`config.mk`:
```
export PLATFORM = sky130hd
export DESIGN_NAME = instruction_fetch_unit
export DESIGN_NICKNAME = d
export VERILOG_FILES = /design/src/rtl/instruction_fetch_unit.sv
export SDC_FILE = /design/constraint.sdc
export NUM_CORES = 1
export LEC_CHECK = 0
export CAP_MARGIN = 20
export CORE_MARGIN = 3
export CORE_UTILIZATION = 45
export CTS_BUF_LIST = sky130_fd_sc_hd__clkbuf_8
export DETAILED_ROUTE_END_ITERATION = 10
export GPL_TIMING_DRIVEN = 0
export HOLD_SLACK_MARGIN = 0.02
export PLACE_DENSITY = 0.81
export SYNTH_ARGS = -nofsm -noshare
export SYNTH_HDL_FRONTEND = slang
export SYNTH_SLANG_ARGS = --single-unit
export TNS_END_PERCENT = 100
```
`constraint.sdc`:
```
create_clock -name clk -period 2.3 [get_ports clk]
set_input_delay 0.46 -clock clk [delete_from_list [all_inputs] [get_ports clk]]
set_output_delay 0.46 -clock clk [all_outputs]
set_load 0.01 [all_outputs]
```
`src/rtl/instruction_fetch_unit.sv`:
```
// ----------------------------------------------------------------------------
// instruction_fetch_unit
//   Front end of the pipeline. Holds PC/nPC, issues fetch requests to
//   instruction memory and loads the IF/ID register that feeds decode.
//   Supports MIPS delay-slot redirection from ID, hazard stalls and a
//   one-entry skid buffer. The skid buffer catches a word that returns while
//   decode is stalled.
//
// Ports
//   clk, reset_n                 clock / async active-low reset
//   imem_req, imem_addr          fetch request (combinational from state/PC)
//   imem_ready, imem_rdata       fetch completion and returned word
//   stall                        hold IF/ID contents
//   redirect_valid/_target       taken branch/jump resolved in ID
//   if_id_valid/_instr/_pc       IF/ID pipeline register
//   misalign_err                 one-cycle pulse on a misaligned redirect
// ----------------------------------------------------------------------------
module instruction_fetch_unit #(
  parameter logic [31:0] RESET_PC = 32'h0000_0000,
  parameter logic [31:0] NOP_WORD = 32'h0000_0000
) (
  input  logic        clk,
  input  logic        reset_n,
  output logic        imem_req,
  output logic [31:0] imem_addr,
  input  logic        imem_ready,
  input  logic [31:0] imem_rdata,
  input  logic        stall,
  input  logic        redirect_valid,
  input  logic [31:0] redirect_target,
  output logic        if_id_valid,
  output logic [31:0] if_id_instr,
  output logic [31:0] if_id_pc,
  output logic        misalign_err
);

  typedef enum logic [1:0] {
    S_INIT  = 2'd0,
    S_FETCH = 2'd1,
    S_HOLD  = 2'd2
  } state_t;

  state_t      r_state, w_state_nxt;
  logic [31:0] r_pc, r_npc;
  logic [31:0] r_skid_instr, r_skid_pc;
  logic        r_skid_vld;
  logic        r_if_valid;
  logic [31:0] r_if_instr, r_if_pc;
  logic        r_misalign;

  // A redirect only counts while decode is moving; a stalled ID may still be
  // resolving its branch and will reassert the redirect once stall drops.
  logic        w_redir, w_redir_bad, w_redir_ok;
  logic [31:0] w_tgt_p4;

  assign w_redir     = redirect_valid && !stall;
  assign w_redir_bad = w_redir && (redirect_target[1:0] != 2'b00);
  assign w_redir_ok  = w_redir && (redirect_target[1:0] == 2'b00);
  assign w_tgt_p4    = redirect_target + 32'd4;

  // ---------------- FSM: next state and decoded outputs ----------------
  always_comb begin
    w_state_nxt = r_state;
    imem_req    = 1'b0;
    imem_addr   = r_pc;
    case (r_state)
      S_INIT:  w_state_nxt = S_FETCH;
      S_FETCH: begin
        imem_req = 1'b1;
        // Accepted word cannot enter a stalled, occupied IF/ID: park it.
        if (imem_ready && stall && r_if_valid) w_state_nxt = S_HOLD;
      end
      S_HOLD:  if (!stall) w_state_nxt = S_FETCH;
      default: w_state_nxt = S_INIT;
    endcase
  end

  always_ff @(posedge clk or negedge reset_n) begin
    if (!reset_n) r_state <= S_INIT;
    else          r_state <= w_state_nxt;
  end

  // ---------------- datapath ----------------
  always_ff @(posedge clk or negedge reset_n) begin
    if (!reset_n) begin
      r_pc         <= RESET_PC;
      r_npc        <= RESET_PC + 32'd4;
      r_skid_instr <= NOP_WORD;
      r_skid_pc    <= 32'd0;
      r_skid_vld   <= 1'b0;
      r_if_valid   <= 1'b0;
      r_if_instr   <= NOP_WORD;
      r_if_pc      <= 32'd0;
      r_misalign   <= 1'b0;
    end else begin
      r_misalign <= w_redir_bad;
      case (r_state)
        S_FETCH: begin
          if (imem_ready) begin
            if (!stall || !r_if_valid) begin
              r_if_valid <= 1'b1;
              r_if_instr <= imem_rdata;
              r_if_pc    <= r_pc;
            end else begin
              r_skid_instr <= imem_rdata;
              r_skid_pc    <= r_pc;
              r_skid_vld   <= 1'b1;
            end
            // The accepted word is the delay slot, so the target is next.
            if (w_redir_ok) begin
              r_pc  <= redirect_target;
              r_npc <= w_tgt_p4;
            end else begin
              r_pc  <= r_npc;
              r_npc <= r_npc + 32'd4;
            end
          end else begin
            if (!stall) begin
              r_if_valid <= 1'b0;
              r_if_instr <= NOP_WORD;
            end
            // Delay slot still in flight at PC; the target follows it.
            if (w_redir_ok) r_npc <= redirect_target;
          end
        end
        S_HOLD: begin
          if (!stall) begin
            r_if_valid   <= 1'b1;
            r_if_instr   <= r_skid_instr;
            r_if_pc      <= r_skid_pc;
            r_skid_vld   <= 1'b0;
            // Delay slot is the skid word moving into IF/ID right now.
            if (w_redir_ok) begin
              r_pc  <= redirect_target;
              r_npc <= w_tgt_p4;
            end
          end
        end
        default: ;
      endcase
    end
  end

  assign if_id_valid  = r_if_valid;
  assign if_id_instr  = r_if_instr;
  assign if_id_pc     = r_if_pc;
  assign misalign_err = r_misalign;

endmodule

```
Yosys cells after proc, flatten, opt, wreduce, memory -nomap -nowiden
Cells that the tools add are included.
W data, S select, Z words.
- register bits: 196
- output and inout bits: 99
- word-level logic and storage cells: 67
- add/subtract/negate cells: 2
- equal/unequal tests: 9
- multiplexer cells: 28
- bitwise logic cells: 1
- reduce and logical (&&, ||, !) cells: 18
- operators with widths (operator ; count):
    $mux W32 ; 15
    $pmux W32 S2 ; 4
    $add A32 B3 Y32 const B ; 2
    $reduce_and A4 Y1 ; 3
    $ne A2 B2 Y1 const B ; 5
    $ne A3 B3 Y1 const B ; 2
    $pmux W2 S3 ; 1
    $reduce_and A3 Y1 ; 2
    $logic_and A1 B1 Y1 ; 5
    $mux W1 ; 5
    $logic_not A2 Y1 ; 2
    $mux W2 ; 2
    $reduce_bool A2 Y1 ; 2
    $eq A2 B1 Y1 const B ; 1
    $eq A2 B2 Y1 const B ; 1
    $logic_not A1 Y1 ; 2
    $pmux W1 S2 ; 1
    $reduce_and A2 Y1 ; 1
    $logic_or A1 B1 Y1 ; 1
    $not A1 Y1 ; 1

Depth between registers and ports, before layout
Gate-level depths: netlist of run 1.
- depth in word-level cells: 6
- gate-level depth with buffers: 10
- gate-level depth less buffers: 8

Least setup slack after synthesis of run 1
No wires, ideal clock.
- kind: register to register
- start: register r_npc[2]
- end: register r_npc[30]
- setup time: 0.144 ns
- arrival time: 2.077 ns
- path slack: 0.079 ns
- cell stages (with the launch flop): 8
- buffers on the path: 0
- period minus slack after synthesis: 2.221 ns
- path through: dfstp_2 > ha_1 > nand4_1 > or2_1 > nor4_2 > xor2_1 > a2111oi_1 > a2111oi_2
- word-level cells in the longest chain between the ends: 4
- ends and longest elaborated chain (item ; RTL line ; text):
    from (decl) ; 44 ; logic [31:0] r_pc, r_npc;
    from (signal assigned) ; 87 ; r_npc <= RESET_PC + 32'd4;
    from (signal assigned) ; 112 ; r_npc <= w_tgt_p4;
    from (signal assigned) ; 115 ; r_npc <= r_npc + 32'd4;
    $add A32 B3 Y32 ; 115 ;
    $mux W32 ; 110 ; if (w_redir_ok) begin
    $mux W32 ; 99 ; if (imem_ready) begin
    $pmux W32 S2 ; 97 ; case (r_state)
No other way between the ends.
A chain may end at the register's enable or synchronous reset.

Worst setup path in the final report of run 1
Ends and elaborated chain as after synthesis.

==> results of run 1 <==
repair_timing:
action | in CTS | in global routing
gates resized for setup | 41 | 55
endpoints found under the setup margin | 166 | 124
hold buffers | 1 | 0
buffers inserted | 10 | 10
endpoints found under the hold margin | 18 | 0
pin swaps | 4 | 5
through the flow:
step / setup slack, ns / setup TNS [ns] / hold WS, ns
final: -0.0482 / -0.0482 / 0.444
after global routing: -0.0979 / -0.119 / 0.443
after CTS: -0.00802 / -0.0165 / 0.411
after detailed placement: -0.695 / -74.61 / 0.471
after global placement: -7.41 / -1517.07 / 0.462
after floorplan: 0.0789 / 0 / 0.164
worst reg2reg max path, delay by kind of cell (launching register included):
kind / cells / cell delay [ns]
adders and majority gates: 1 / 0.23
AOI/OAI and AO/OA: 3 / 0.59
DFF: 1 / 0.60
and+or+nand+nor: 3 / 0.83
logic make-up (layout without fill, tap and decap cells):
group / count (synthesis) / after routing / synth area share
fa+ha+maj: 5 / 5 / 0.00605
flops: 196 / 196 / 0.475
buf+inv: 87 / 303 / 0.0353
xor+xnor: 32 / 32 / 0.0271
mux: 136 / 136 / 0.140
other cells: 0 / 1 / 0
simple gates: 318 / 318 / 0.152
compound gates: 286 / 286 / 0.166
layout by cell type (no fill, tap or decap), types with 18 or more instances in the layout:
cell,instances
nand3_1,30
clkbuf_8,19
a22oi_1,38
buf_4,22
dfrtp_1,195
clkdlybuf4s50_1,154
a21oi_1,45
nand2_1,165
mux2i_1,64
clkbuf_1,18
buf_2,21
o21ai_0,136
mux2_2,65
clkbuf_2,25
nor2_1,43
xnor2_1,22
worst paths after layout:
kind | cells past startpoint | end | slack [ns]
worst max-delay path | 7 | r_npc[30] | -0.05
worst min-delay path | 3 | imem_addr[4] | 0.44
worst max register to register | 7 | r_npc[30] | -0.05
worst min register to register | 2 | if_id_pc[20] | 0.48
max in group asynchronous | 3 | r_skid_pc[14] | 0.74
min in group asynchronous | 2 | if_id_instr[10] | 0.60
layout make-up:
type | instances | area [µm²]
Tap cell | 280 | 350
Multi-Input combinational cell | 777 | 5210
Inverter | 11 | 41.3
Clock buffer | 19 | 262
Fill cell | 1835 | 9080
Timing Repair Buffer | 186 | 1870
Buffer | 74 | 380
Antenna cell | 1 | 2.50
Clock inverter | 13 | 120
Sequential cell | 196 | 4910
flip-flops by register name, indices dropped and copies added (netlist names):
register	count
r_skid_instr	32
if_id_pc	32
imem_addr	32
misalign_err	1
if_id_valid	1
r_state	2
if_id_instr	32
r_skid_pc	32
r_npc	32
layer usage:
metal,global-route usage,share of wire,vias to the layer above
met5,0,0,-
met4,0.101,0.036,0
met3,0.0467,0.089,98
met2,0.399,0.47,503
met1,0.355,0.41,4429
li1,-,-,4235
power groups by stage:
stage | logic [mW] | clock network [mW] | registers [mW]
6_report | 7.41 | 2.18 | 5.95
5_1_grt | 8.08 | 2.37 | 6.13
4_1_cts | 7.21 | 2.22 | 5.92
3_5_place_dp | 7.02 | 0 | 5.99
3_3_place_gp | 6.79 | 0 | 5.92
2_1_floorplan | 3.86 | 0 | 6.00
==> qor.yml, run 1 <==
global_routing:
  antenna_found_initial: 1
  first_global_vias: 8916
  grt_first_pass_wirelength_mm: 49.5
  overflow: 0
  grt_start_max_net_pins: 110
  gr-usage-all-layers: 0.256
synth:
  netlist.area_leader.share: 0.472
  netlist_instances: 1060
  synth_area_leaders: "dfrtp_1 (47%), mux2_2 (7.1%), mux2i_1 (6.9%)"
  yosys_warnings: 0
  yosysTopAreaCell: "dfrtp_1"
  syn-num-nets: 1134
  synth_common_cells: "dfrtp_1 (195), nand2_1 (167), o21ai_0 (138), mux2i_1 (71), mux2_2 (65)"
  ys.flop_type: "dfrtp_1"
  synth_edf_count: 0
  yosysMostFrequentCell: "dfrtp_1"
  syn_area_um2: 10300
  seq_area_frac_synth: 0.475
  synth_async_sr_flop_share: 1.00
  synth_cell_types: 75
  avgSynthCellArea_um2: 9.75
  synth_seq_cells: 196
worst_setup_path:
  crit_slowest_cell: "dfstp_2"
  critPathTopFamily: "simple AND/OR/NAND/NOR gates"
  crit_fanout: 5
  startpoint_type: "flop"
  arrival_ns: 2.71
  path_cells: "ha_2 -> nand4_1 -> or2_4 -> or3_1 -> o21ai_0 -> a21oi_1 -> a2111oi_2"
  r2r_start: "r_npc[2]"
  setup.worst_path.class: "flop to flop"
  startpoint: "r_npc[2]"
  cp-end-kind: "flop"
  path_buf_inv: 0
  cpPeakStageDelay_ns: 0.60
  cp.required_ns: 2.66
outcome:
  outcome: "complete, but fails checks"
  violations: "negative setup slack"
die:
  initial_core_util: 0.465
  dieWidth_um: 158
  die_area_um2: 24800
  core_um2: 22200
  pin_count: 168
  die_h_um: 158
  rows: 54
clocking:
  cts_root_buf: "clkbuf_8"
  htreeDepth: 4
  cts_sinks: 196
  numCtsBuffers: 17
  cts_tree: "built"
  clk_latency_ns: 0.48
  cts.path.max_buffers: 2
  path_clk_slew_ns: 0.11
timing:
  finalMaxSlewViolations: 0
  finalCritPeriodShare: 1.02
  fmax_mhz: 426
  tightest_slew_ns: 0.704
  fin_ws_ns: -0.0482
  period_needed_ns: 2.35
  slew_headroom: 0.531
  hold_violations: 0
  setup_violations: 1
  clock_skew_ns: 0.0163
pwr:
  ir_worst_vdd_mv: 0.493
  pwr-share-seq: 0.383
  pwr-share-clk: 0.140
  internal_power_mw: 9.05
  powerDensity_nw_per_um2: 1180
  switchingPower_mw: 6.49
  p_sw_frac: 0.418
  p_total_mw: 15.5
  combPwrFrac: 0.477
  leakage_nw: 5.64
detailed_routing:
  drc: 0
  antenna_left: 0
  routed_wl_mm: 31.9
  vias: 9265
  viasPerCell: 5.95
  drt_pass1_iterations: 6
  drt_iter0_markers: 977
  wire_per_inst_um: 20.5
min_path:
  hp-start: "redirect_target[4]"
  worstHoldPathType: "input port to flop"
cells_and_area:
  syn_to_final_growth_pct: 27.2
  drive_gt1_frac: 0.172
  final_util: 0.591
  final_area_um2: 13100
  fin_nets: 1337
  instances_no_fill: 1557
placement:
  hpwlAfterDp_mm: 23.2
  dp_cells: 1505
  numPortBuffers: 164
  post_dp_cell_area_um2: 12400
  place_congestion: 0.993
flow_run:
  cap_violations: 0
No activity file was read; power rests on OpenSTA's default activity.
==> run 2: changes to the inputs <==
--- a/config.mk
+++ b/config.mk
@@ -7,12 +7,13 @@
 export LEC_CHECK = 0
 export CAP_MARGIN = 20
 export CORE_MARGIN = 3
-export CORE_UTILIZATION = 45
+export CORE_UTILIZATION = 50
 export CTS_BUF_LIST = sky130_fd_sc_hd__clkbuf_8
 export DETAILED_ROUTE_END_ITERATION = 10
 export GPL_TIMING_DRIVEN = 0
 export HOLD_SLACK_MARGIN = 0.02
-export PLACE_DENSITY = 0.81
+export PLACE_DENSITY = 0.87
+export SETUP_SLACK_MARGIN = 0.02
 export SYNTH_ARGS = -nofsm -noshare
 export SYNTH_HDL_FRONTEND = slang
 export SYNTH_SLANG_ARGS = --single-unit
==> run 2 against run 1 <==
Net effect: the flow now finishes without violations; sequential cell count is the same; setup slack gained 0.063 ns; cell count shrank 1.2%; critical path type unchanged.
==> qor.yml, run 2 (same netlist as run 1, synthesis figures left out) <==
cells_and_area:
  final_common_cell: "dfrtp_1"
  seq_area_um2: 4910
  fillCellCount: 1520
  drive_gt1_frac: 0.168
  syn_to_final_growth_pct: 27.5
  fin_nets: 1335
  diodes: 0
  final_area_um2: 13200
  final_cell_mix: "dfrtp_1 (195), nand2_1 (164), clkdlybuf4s50_1 (154), o21ai_0 (136), mux2i_1 (66)"
  multi_input_area_um2: 5250
worst_setup_path:
  cp.required_ns: 2.65
  arrival_ns: 2.63
  startpoint_type: "flop"
  setup.worst_path.class: "flop to flop"
  crit_fanout: 5
  cp-end-kind: "flop"
pwr:
  leakage_nw: 5.66
  powerDensity_nw_per_um2: 1210
  p_total_mw: 16.0
  ir_worst_vdd_mv: 0.557
timing:
  holdWs_ns: 0.394
  slew_headroom: 0.519
  rsz0062_at_grt: "yes"
  fmax_mhz: 438
  hold_violations: 0
  clock_skew_ns: 0.0225
  tightest_slew_ns: 0.722
  setup_violations: 0
  finalCritPeriodShare: 0.993
  finalMaxSlewViolations: 0
  period_needed_ns: 2.28
global_routing:
  first_global_vias: 9311
  overflow: 0
  grt_first_pass_wirelength_mm: 51.1
  grt_start_max_net_pins: 105
  antenna_found_initial: 0
  gr-usage-all-layers: 0.294
placement:
  post_dp_cell_area_um2: 12300
  numPortBuffers: 164
  place_congestion: 0.981
  hpwlAfterDp_mm: 23.6
flow_run:
  cap_violations: 0
min_path:
  worstHoldPathType: "input port to flop"
clocking:
  cts_tree: "built"
  clk_latency_ns: 0.50
  htreeDepth: 4
  cts.path.max_buffers: 2
  path_clk_slew_ns: 0.09
  cts_root_buf: "clkbuf_8"
  cts_sinks: 196
  numCtsBuffers: 17
die:
  dieWidth_um: 150
  initial_core_util: 0.519
  die_h_um: 150
  pin_count: 168
  die_area_um2: 22400
  core_um2: 19900
  rows: 51
detailed_routing:
  viasPerCell: 6.18
  wire_per_inst_um: 21.6
  routed-wl-met2_mm: 16.0
  antenna_left: 0
  routed_wl_mm: 33.3
  drc: 0
  vias: 9511
  drt_iter0_markers: 1049
  wl_met1_mm: 12.9
  wl_met3_mm: 3.10
  highest-signal-layer: "met4"
  drt_pass1_iterations: 5
outcome:
  outcome: "finished clean"
[run 2: layout make-up]
| type | instances | share of cell area |
|---|---|---|
| clock inverters | 14 | 0.0141 |
| inverters | 11 | 0.00313 |
| repair buffers | 184 | 0.140 |
| plain buffers | 74 | 0.0296 |
| well taps | 265 | 0.0252 |
| clock buffers | 17 | 0.0177 |
| flip-flops and latches | 196 | 0.372 |
| multi-input cells | 777 | 0.398 |
[run 2: critical path: stages, from the launching register on]
cell	delay, ns
dfstp_2	0.59
ha_4	0.17
nand4_1	0.15
or2_4	0.31
or3_4	0.38
nor4_1	0.43
a2111oi_4	0.11
[run 2: final timing paths]
kind,start,endpoint,slack (ns),cells after the start
max,r_npc[2],r_npc[30],0.02,6
min,redirect_target[4],imem_addr[4],0.39,3
max reg2reg,r_npc[2],r_npc[30],0.02,6
min reg2reg,if_id_instr[2],if_id_instr[2],0.49,2
max in group asynchronous,reset_n,if_id_valid,0.75,3
min in group asynchronous,reset_n,r_npc[22],0.57,2
[run 2: through the flow]
step / setup WS, ns / TNS (ns) / util / cells
2_1_floorplan: 0.0789 / 0 / - / 1060
3_3_place_gp: -7.37 / -1506.10 / 0.618 / 1489
3_5_place_dp: -0.726 / -76.83 / 0.620 / 1490
4_1_cts: 0.0220 / 0 / 0.652 / 1530
5_1_grt: -0.0567 / -0.0779 / 0.662 / 1538
6_report: 0.0151 / 0 / 0.662 / 1538
[run 2: what timing repair did]
action / 4_1_cts / 5_1_grt
setup endpoints to repair: 188 / 128
hold endpoints to repair: 4 / 0
gates cloned: 0 / 0
gates resized for setup: 51 / 51
pin swaps: 8 / 7
buffers inserted: 10 / 8
hold buffers: 1 / 0
[run 2: routing by layer]
layer	GRT usage	vias to the layer above
met4	0.120	0
li1	-	4223
met5	0	-
met2	0.477	535
met3	0.0606	112
met1	0.387	4641
[run 2: power by group]
part / internal, mW / switching (mW)
Combinational: 3.32 / 4.20
Clock: 1.18 / 1.26
Sequential: 4.87 / 1.13
Total: 9.36 / 6.60
==> RTL edit, RTL diff (flow settings as in run 2) <==
Re-encode `state_t` (3 states) as one-hot, 3 bits wide.
--- a/src/rtl/instruction_fetch_unit.sv
+++ b/src/rtl/instruction_fetch_unit.sv
@@ -35,8 +35,8 @@
 );
 
-  typedef enum logic [1:0] {
-    S_INIT  = 2'd0,
-    S_FETCH = 2'd1,
-    S_HOLD  = 2'd2
+  typedef enum logic [2:0] {
+    S_INIT  = 3'b001,
+    S_FETCH = 3'b010,
+    S_HOLD  = 3'b100
   } state_t;
 
Function: same outputs for any inputs over 4 cycles, from zero or initial values and one cycle with reset_n low; so few cycles prove little.
==> RTL edit against run 2 <==
The flow now finishes with violations (negative hold slack); clock skew decreased by 5.7 ps; register-to-register slack improved by 20 ps; power decreased by 3.8%; worst hold slack got worse by 440 ps; worst setup slack improved by 14 ps; combinational power decreased by 15%; count of clock-buffer cells in the layout increased by 1; wire length increased by 2.6%; sequential cell count increased by 1; area after synthesis decreased by 0.97%; design area decreased by 0.55%; first-iteration DRC count increased by 7.5%.
==> RTL edit: results (changes against run 2) <==
.. list-table::
   :header-rows: 1

   * - Metric
     - Value
   * - Outcome
     - finished with violations (was finished clean)
   * - Critical Path AT
     - 2620 ps (was 2630 ps)
   * - Met3 routed wirelength
     - 3750 µm (was 3100 µm)
   * - Fraction of the yosys area taken by sequential cells
     - 48.2% (was 47.5%)
   * - Grt met3 use
     - 6.59% (was 6.06%)
   * - Clk Latency, worst-skew pair
     - 480 ps (was 500 ps)
   * - Actual slew at the worst max-slew pin
     - 789 ps (was 722 ps)
   * - Max FO, Critical Path
     - 7 (was 5)
   * - Leakage power total
     - 5.45 nW (was 5.66 nW)
   * - R2r endpoint
     - r_npc[28] (was r_npc[30])
   * - Met1 Routed Length
     - 13200 µm (was 12900 µm)
   * - Met2 Use GR
     - 46.8% (was 47.7%)
   * - Number of iterations in the first detailed-routing pass
     - 8 (was 5)
   * - Mean cell area of the mapped netlist
     - 9.32 µm² (was 9.75 µm²)
   * - Worst reg2reg path startpoint
     - r_state[2] (was r_npc[2])
   * - Top cells by area, synth
     - sky130_fd_sc_hd__dfrtp_1, sky130_fd_sc_hd__mux2_2, sky130_fd_sc_hd__nand2_1 (was sky130_fd_sc_hd__dfrtp_1, sky130_fd_sc_hd__mux2_2, sky130_fd_sc_hd__mux2i_1)
   * - Worst setup path endpoint
     - r_npc[31] (was r_npc[30])
   * - Routed met2 length
     - 15500 µm (was 16000 µm)
   * - Post-place setup slack
     - -940 ps (was -726 ps)
   * - Final #Nets
     - 1366 (was 1335)
   * - Register-to-register setup slack
     - 40 ps (was 20 ps)
   * - Share of final-layout standard cells stronger than drive strength 1
     - 16.8% (about the same)
   * - Count of final hold-check violations
     - 13 (was 0)
   * - Buffers on Ports
     - 163 (was 164)
   * - Slowest cell on the critical path
     - sky130_fd_sc_hd__clkdlybuf4s50_1 (was sky130_fd_sc_hd__dfstp_2)
   * - Final weighted congestion in routability-driven placement
     - 0.986 (was 0.981)
   * - Setup Fix Bufs, Post-CTS
     - 8 (was 10)
   * - Global router's overall resource usage
     - 30.1% (was 29.4%)
   * - Worst Setup SP
     - redirect_target[18] (was r_npc[2])
   * - Clock transition at the registers of the reported paths
     - 110 ps (was 90 ps)
   * - Crit path largest cell delay
     - 630 ps (was 590 ps)
   * - Number of inserted filler cells in the final layout
     - 1565 (was 1520)
   * - Detailed-route wire length per cell
     - 21.7 µm (was 21.6 µm)
   * - Post-route clock skew
     - 16.7 ps (was 22.5 ps)
   * - Post-route clock period utilization
     - 98.7% (was 99.3%)
   * - Switching power summed over all nets
     - 6.01 mW (was 6.60 mW)
   * - Post-cts repair resize count
     - 47 (was 51)
   * - Violated checks
     - negative hold slack
   * - Fin Hold WS
     - -42.6 ps (was 394 ps)
-- RTL edit: cell types whose count changed after synthesis, moves of 10 or more --
cell / delta
sky130_fd_sc_hd__nand4_1: +10
sky130_fd_sc_hd__mux2i_1: -34
sky130_fd_sc_hd__a22oi_1: -29
sky130_fd_sc_hd__and3_1: +27
sky130_fd_sc_hd__o21ai_0: -33
sky130_fd_sc_hd__a31oi_1: +33
sky130_fd_sc_hd__xnor2_1: -18
sky130_fd_sc_hd__nor2_1: +31
sky130_fd_sc_hd__nand2_1: +20
sky130_fd_sc_hd__a21oi_1: +25
-- RTL edit: power groups by stage --
stage	clock (mW)	sequential, mW	combinational, mW
after CTS	2.48	6.36	6.23
after detailed placement	0	6.43	6.09
after global placement	0	6.32	5.87
final	2.48	6.46	6.42
after global routing	2.63	6.64	6.96
after floorplan	0	6.31	3.05
-- RTL edit: logic make-up after synthesis --
group / synth area share [%]
adders and majority gates: 0.244
DFF: 48.2
AOI/OAI and AO/OA: 16.2
and+or+nand+nor: 18.8
xor gates and xnor gates: 1.63
muxes: 10.7
buffers and inverters: 4.31
-- RTL edit: per-stage QoR --
stage	util [%]	area (µm²)
floorplan	-	10200
global placement	61.7	12200
detailed placement	61.9	12200
CTS	65.0	12900
global route	66.3	13100
finish	66.3	13100
-- RTL edit: layout make-up --
cell class / instances / area share [%]
clock buffer: 18 / 1.89
tap: 265 / 2.53
clock inverter: 14 / 1.49
timing repair buffer: 178 / 13.5
multi-input combinational: 813 / 38.7
sequential: 197 / 37.6
buffer: 78 / 3.86
antenna: 1 / 0.0191
inverter: 10 / 0.382
-- RTL edit: worst reg2reg max path, delay by kind of cell (launching register included) --
family / cells / cell delay [ps]
AND/OR/NAND/NOR: 2 / 900
AO/OA/AOI/OAI: 3 / 380
flip-flops: 1 / 510
buffers and inverters: 1 / 380
